### src/rtl/sram_port_arbiter.sv
// sram_port_arbiter: shares one single-ported sram between the
// inst-fetch and load/store requesters with starvation protection.
module sram_port_arbiter #(
  parameter int ADDR_W       = 64,
  parameter int DATA_W       = 64,
  parameter int STARVE_LIMIT = 4
) (
  input  logic                clk,
  input  logic                rst_n,
  input  logic                inst_req,
  input  logic [DATA_W/8-1:0] inst_we,
  input  logic [ADDR_W-1:0]   inst_addr,
  input  logic [DATA_W-1:0]   inst_wdata,
  output logic                inst_gnt,
  output logic                inst_rvalid,
  output logic [DATA_W-1:0]   inst_rdata,
  input  logic                data_req,
  input  logic [DATA_W/8-1:0] data_we,
  input  logic [ADDR_W-1:0]   data_addr,
  input  logic [DATA_W-1:0]   data_wdata,
  output logic                data_gnt,
  output logic                data_rvalid,
  output logic [DATA_W-1:0]   data_rdata,
  output logic                stallreq_inst,
  output logic                stallreq_data,
  output logic                sram_en,
  output logic [DATA_W/8-1:0] sram_we,
  output logic [ADDR_W-1:0]   sram_addr,
  output logic [DATA_W-1:0]   sram_wdata,
  input  logic [DATA_W-1:0]   sram_rdata
);

  localparam int BE_W = DATA_W / 8;
  localparam logic [3:0] LIMIT = 4'(STARVE_LIMIT);

  typedef enum logic [1:0] {
    OWN_NONE = 2'd0,
    OWN_INST = 2'd1,
    OWN_DATA = 2'd2
  } owner_t;

  logic [3:0]        streak;
  owner_t            rd_owner;
  owner_t            owner_next;
  logic [DATA_W-1:0] inst_hold;
  logic [DATA_W-1:0] data_hold;
  logic              both;
  logic              force_inst;

  assign both       = inst_req & data_req;
  assign force_inst = (streak == LIMIT);

  // grant arbitration; nothing is granted while in reset
  always_comb begin
    inst_gnt = 1'b0;
    data_gnt = 1'b0;
    if (rst_n) begin
      unique case (1'b1)
        inst_req & ~data_req: inst_gnt = 1'b1;
        data_req & ~inst_req: data_gnt = 1'b1;
        both & force_inst:    inst_gnt = 1'b1;
        both & ~force_inst:   data_gnt = 1'b1;
        default: ;
      endcase
    end
  end

  // steer the granted requester onto the sram port
  always_comb begin
    sram_en    = 1'b0;
    sram_we    = '0;
    sram_addr  = '0;
    sram_wdata = '0;
    unique case (1'b1)
      inst_gnt: begin
        sram_en    = 1'b1;
        sram_we    = inst_we;
        sram_addr  = inst_addr;
        sram_wdata = inst_wdata;
      end
      data_gnt: begin
        sram_en    = 1'b1;
        sram_we    = data_we;
        sram_addr  = data_addr;
        sram_wdata = data_wdata;
      end
      default: ;
    endcase
  end

  // who owns the read data returning next cycle
  always_comb begin
    owner_next = OWN_NONE;
    unique case (1'b1)
      inst_gnt & (inst_we == '0): owner_next = OWN_INST;
      data_gnt & (data_we == '0): owner_next = OWN_DATA;
      default: ;
    endcase
  end

  // read-owner register
  always_ff @(posedge clk or negedge rst_n) begin
    if (!rst_n) rd_owner <= OWN_NONE;
    else        rd_owner <= owner_next;
  end

  // count data grants that made a waiting inst requester stall
  always_ff @(posedge clk or negedge rst_n) begin
    if (!rst_n) begin
      streak <= '0;
    end else if (!inst_req || inst_gnt) begin
      streak <= '0;
    end else if (data_gnt && streak != LIMIT) begin
      streak <= streak + 4'd1;
    end
  end

  // hold the last returned word for each requester
  always_ff @(posedge clk or negedge rst_n) begin
    if (!rst_n) begin
      inst_hold <= '0;
      data_hold <= '0;
    end else begin
      if (rd_owner == OWN_INST) inst_hold <= sram_rdata;
      if (rd_owner == OWN_DATA) data_hold <= sram_rdata;
    end
  end

  assign inst_rvalid = (rd_owner == OWN_INST);
  assign data_rvalid = (rd_owner == OWN_DATA);
  assign inst_rdata  = inst_rvalid ? sram_rdata : inst_hold;
  assign data_rdata  = data_rvalid ? sram_rdata : data_hold;

  assign stallreq_inst = rst_n & inst_req & ~inst_gnt;
  assign stallreq_data = rst_n & data_req & ~data_gnt;

  logic unused_be;
  assign unused_be = (BE_W == 0);

endmodule

### config.mk
export PLATFORM = sky130hd
export DESIGN_NAME = sram_port_arbiter
export DESIGN_NICKNAME = d
export VERILOG_FILES = /design/src/rtl/sram_port_arbiter.sv
export SDC_FILE = /design/constraint.sdc
export NUM_CORES = 1
export LEC_CHECK = 0
export CAP_MARGIN = 20
export CORE_AREA = 2 2 235 237
export DETAILED_ROUTE_END_ITERATION = 10
export DIE_AREA = 0 0 237 239
export HOLD_SLACK_MARGIN = 0.02
export MAX_ROUTING_LAYER = met4
export PLACE_DENSITY = 0.39
export SYNTH_ARGS = -nofsm -noshare
export SYNTH_HDL_FRONTEND = slang
export SYNTH_SLANG_ARGS = --single-unit
### constraint.sdc
create_clock -name clk -period 2 [get_ports clk]
set_input_delay 0.2 -clock clk [delete_from_list [all_inputs] [get_ports clk]]
set_output_delay 0.2 -clock clk [all_outputs]
set_load 0.03 [all_outputs]
Word-level counts from Yosys, hierarchy flattened
Index checks and enable logic that the tools add are counted.
{"block": "word_totals", "elab_cells": 47, "reg_bits": 134, "inputBits": 340, "out_inout_bits": 271}
{"block": "op_classes", "n_addsub": 1, "n_reduce_logical": 9, "n_eq_ne": 4, "bitwise": 16, "muxes": 13}
{"cell": "64-bit case mux with 2 select lines", "n": 2}
{"cell": "64-bit 2-to-1 mux", "n": 2}
{"cell": "8-bit logical NOT", "n": 2}
{"cell": "8-bit case mux with 2 select lines", "n": 1}
{"cell": "1-bit AND", "n": 11}
{"cell": "4-bit 2-to-1 mux", "n": 2}
{"cell": "2-bit OR reduction", "n": 3}
{"cell": "1-bit 2-to-1 mux", "n": 5}
{"cell": "1-bit inverter", "n": 5}
{"cell": "4-bit by 1-bit adder with 4-bit output (second input constant)", "n": 1}
{"cell": "4-bit by 3-bit == test with 1-bit output (second input constant)", "n": 1}
{"cell": "4-bit by 3-bit inequality test with 1-bit output (second input constant)", "n": 1}
{"cell": "2-bit case mux with 2 select lines", "n": 1}
{"cell": "2-bit by 1-bit == test with 1-bit output (second input constant)", "n": 1}
{"cell": "2-bit == test (second input constant)", "n": 1}
{"cell": "2-bit nonzero test", "n": 1}
{"cell": "1-bit logical AND", "n": 1}
{"cell": "1-bit logical NOT", "n": 1}
{"cell": "1-bit logical OR", "n": 1}

Logic depth before layout (Yosys ltp)
{"block": "depth", "depth_word": 9, "mapped_depth": 7, "mapped_depth_nobuf": 5}

Worst setup path after synthesis
No wires, ideal clock.
{"block": "synth_path", "kind": "register -> output", "from": "reg streak[0]", "to": "out sram_wdata[10]", "path_buffers": 1, "arrival_ps": 1638, "slack_ps": 162, "stages_incl_launch_ff": 7, "required_time_ps": 1800, "cell_sequence": "dfrtp_1 -> inv_1 -> ha_1 -> and3b_4 -> a21oi_4 -> buf_2 -> a22o_1"}
{"block": "synth_via", "elab_chain_cells": 7, "word_cells_on_any_way": 11, "cone_classes": "eq/ne: 1; mux: 5; bitwise: 3; reduce/logical: 2"}
{"element": "start: declaration", "line_no": "42", "text": "logic [3:0] streak;"}
{"element": "start signal: assignment", "line_no": "114", "text": "streak <= streak + 4'd1;"}
{"element": "4-bit by 3-bit == test with 1-bit output", "line_no": "51", "text": "assign force_inst = (streak == LIMIT);"}
{"element": "1-bit inverter", "line_no": "62", "text": "both & ~force_inst: data_gnt = 1'b1;"}
{"element": "1-bit AND", "line_no": "62"}
{"element": "2-bit OR reduction (no line)"}
{"element": "1-bit 2-to-1 mux", "line_no": "58", "text": "unique case (1'b1)"}
{"element": "1-bit 2-to-1 mux", "line_no": "57", "text": "if (rst_n) begin"}
{"element": "named net data_gnt", "line_no": "21", "text": "output logic data_gnt,"}
{"element": "64-bit case mux with 2 select lines", "line_no": "74", "text": "unique case (1'b1)"}
{"element": "end: declaration", "line_no": "29", "text": "output logic [DATA_W-1:0] sram_wdata,"}
The timed path passes the listed nets, and every way through them passes these cells.

Worst setup path after layout
{"block": "layout_path", "from": "reg streak[1]", "to": "out sram_wdata[9]"}
{"block": "layout_via", "elab_chain_cells": 7, "word_cells_on_any_way": 11, "cone_classes": "eq/ne: 1; mux: 5; bitwise: 3; reduce/logical: 2"}
{"element": "4-bit by 3-bit == test with 1-bit output (*)", "line_no": "51"}
{"element": "1-bit inverter", "line_no": "62"}
{"element": "1-bit AND", "line_no": "62"}
{"element": "2-bit OR reduction (no line)"}
{"element": "1-bit 2-to-1 mux", "line_no": "58"}
{"element": "1-bit 2-to-1 mux", "line_no": "57"}
{"element": "64-bit case mux with 2 select lines (*)", "line_no": "74"}
Mark *: on every way between the ends. The rest lies on a longest branch, timed or not.

==> metrics.cfg <==
[status]
status=finished, violations left
failed_checks=negative setup slack

[power_and_ir_drop]
p_leak_uw=0.00815
swShare=0.288
internal_power_uw=6670
p_total_uw=9370
power_frac_comb=0.331
ir_worst_vdd_mv=0.607
power.share.sequential=0.301
p_sw_uw=2700
power_density_nw_per_um2=518
clock_power_share=0.367

[setup_path]
path_class=reg2out
critical_path.startpoint_type=flip-flop
cp.arrival_ps=2250
endpoint_kind=output pin
crit_fanout=6
cp.required_ps=1800
r2r_setup_slack_ps=170

[timing]
tightest_slew_ps=848
fin_ws_ps=-446
setup_viol=251
hold_viol=0
slew_headroom=0.435
rsz0062_at_grt=yes
finalCritPeriodShare=1.22
finClkSkew_ps=9.05
whs_ps=246
fin_crit_ps=2450
fmax_ghz=0.409
slew_violations=0

[floorplanning]
fp.dieH_um=239
initial_core_util=0.121
num_rows=86
core_area_um2=54300
dieArea_um2=56600
io_pins=611
die_w_um=237

[yosys]
ys_seq_area_frac=0.508
synthesis.area_um2=6600
netlist_top_cells_area=dfrtp_1 (51%), mux2_2 (22%), a22o_1 (18%), buf_8 (2.5%), buf_2 (1.4%)
synth_top_area_cell=dfrtp_1
yosysTopAreaCellShare=0.508
synthCells=478
yosysUniqueCellTypes=26
postSynthAreaPerCell_um2=13.8
synthesis.nets=820
ys_warn_count=0
synth_seq_cells=134

[global_route]
antenna_found_initial=24
overflow=0
grt_start_max_net_pins=136
grt_usage=0.164
grt_pass1_wl_mm=61.8
grt_pass1_vias=7666

[flow_run]
drv_cap=0

[clock_network]
path_clk_slew_ps=70
cts_tree=done
cts.sinks=134
clockRootBuffer=clkbuf_16
worst_skew_pair.late_latency_ps=460
numCtsBuffers=17
htreeDepth=4
max-clock-path-buffers=2

[detailed_routing]
via_count=7609
antenna_left=0
routed_via_density=3.88
drt-initial-drc-count=230
drtPass1Iterations=4
wirelength_mm=50.5
drc=0
wire_per_inst_um=25.7

[worst_hold_path]
min_path_type=in2reg

[final_layout]
drive_above_1_share=0.542
syn_to_final_growth_pct=174
final_nets=1563
stdcell_count=1962

[placed_design]
routabilityCongestion=0.816
placed_cells=1793
io_buffers=610
hpwlAfterDp_mm=37.9

## per-stage QoR
| stage | util | worst slack (ps) | instance area, µm² | setup TNS, ps |
|---|---|---|---|---|
| after global routing | 0.332 | -534 | 18100 | -87530 |
| after CTS | 0.292 | -493 | 15900 | -92780 |
| after detailed placement | 0.261 | -99.7 | 14200 | -2920 |
| after global placement | 0.261 | -74.7 | 14200 | -2040 |
| after floorplan | - | 162 | 6600 | 0 |
| final | 0.332 | -446 | 18100 | -66030 |
## cells in the mapped netlist (all sizes together)
cell type and n:
a211o 1, a21oi 3, a22o 137, a31oi 1
and3 4, and3b 1, buf 44, dfrtp 134
ha 2, inv 4, mux2 128, nand2 2
nand2b 1, nand3 3, nand3b 1, nor2 2
nor2b 2, nor4 5, o21a 1, o21ai 1
or3 1
## critical path, cell delays in order, from the launching register on
cell and delay (ps):
dfrtp_1 400, inv_2 80, ha_4 130, nand3b_1 150
a21oi_4 250, buf_12 150, clkbuf_16 170, clkbuf_16 150
a22o_1 160, buf_6 140
## layout by cell type, fill, tap and decap left out, types with 3 or more instances in the layout
cell type / count
mux2_2: 25
clkbuf_16: 38
nand3_1: 3
nor4_1: 5
diode_2: 24
clkbuf_2: 9
bufinv_16: 4
and3_1: 4
buf_8: 19
buf_12: 100
dfrtp_1: 134
a22o_1: 66
buf_6: 197
a22o_4: 71
buf_4: 72
buf_2: 4
buf_16: 6
mux2_4: 103
clkdlybuf4s50_1: 338
clkinvlp_4: 4
## logic make-up (layout without fill, tap and decap cells)
group / after synthesis / count (layout) / share of synthesized area
AO/OA/AOI/OAI: 144 / 144 / 0.191
multiplexers: 128 / 128 / 0.218
other: 0 / 24 / 0
adder cells (fa/ha/maj): 2 / 2 / 0.00379
AND/OR/NAND/NOR: 22 / 22 / 0.0199
flip-flops: 134 / 134 / 0.508
buffers and inverters: 48 / 804 / 0.0593
## area by class of cell
cell class / instances / area (µm²)
multi-input cells: 296 / 3910
inverters: 4 / 20.0
well taps: 704 / 881
diodes: 24 / 60.1
fillers: 5497 / 36300
flip-flops and latches: 134 / 3350
clock buffers: 21 / 460
repair buffers: 768 / 9200
clock inverters: 11 / 173
## timing repair
item / CTS / global route
hold buffers: 1 / 0
resized for setup: 443 / 383
setup buffers: 29 / 68
pin swaps: 23 / 47
gates cloned: 10 / 25
endpoints found under the hold margin: 120 / 0
endpoints found under the setup margin: 267 / 270
## metal layers
metal / part of all wire / GRT usage
met5: 0 / -
met4: 0.032 / 0.0644
met3: 0.092 / 0.0738
met2: 0.51 / 0.281
met1: 0.36 / 0.163
## flip-flops by register name, summed over array words and instances, names as in the netlist
name	flops
streak	4
data_hold	64
inst_hold	64
rd_owner	2
## power by group through the flow
stage                     clock network [µW]  registers [µW]  logic [µW]
final                                   3440            2820        3100
after global routing                    3690            2830        3210
after CTS                               3580            2820        2750
after detailed placement                   0            2870        2620
after global placement                     0            2860        2610
after floorplan                            0            2860         927
## worst paths after layout
check	to	depth (start not counted)	start
setup / recovery	sram_wdata[9]	9	streak[1]
hold / removal	streak[0]	4	rst_n
max in group asynchronous	data_hold[10]	3	rst_n
hold reg to reg	data_hold[10]	1	data_hold[10]
setup reg to reg	rd_owner[0]	8	streak[1]
min in group asynchronous	inst_hold[6]	3	rst_n
Note: power is estimated with default switching activity, not from simulation.
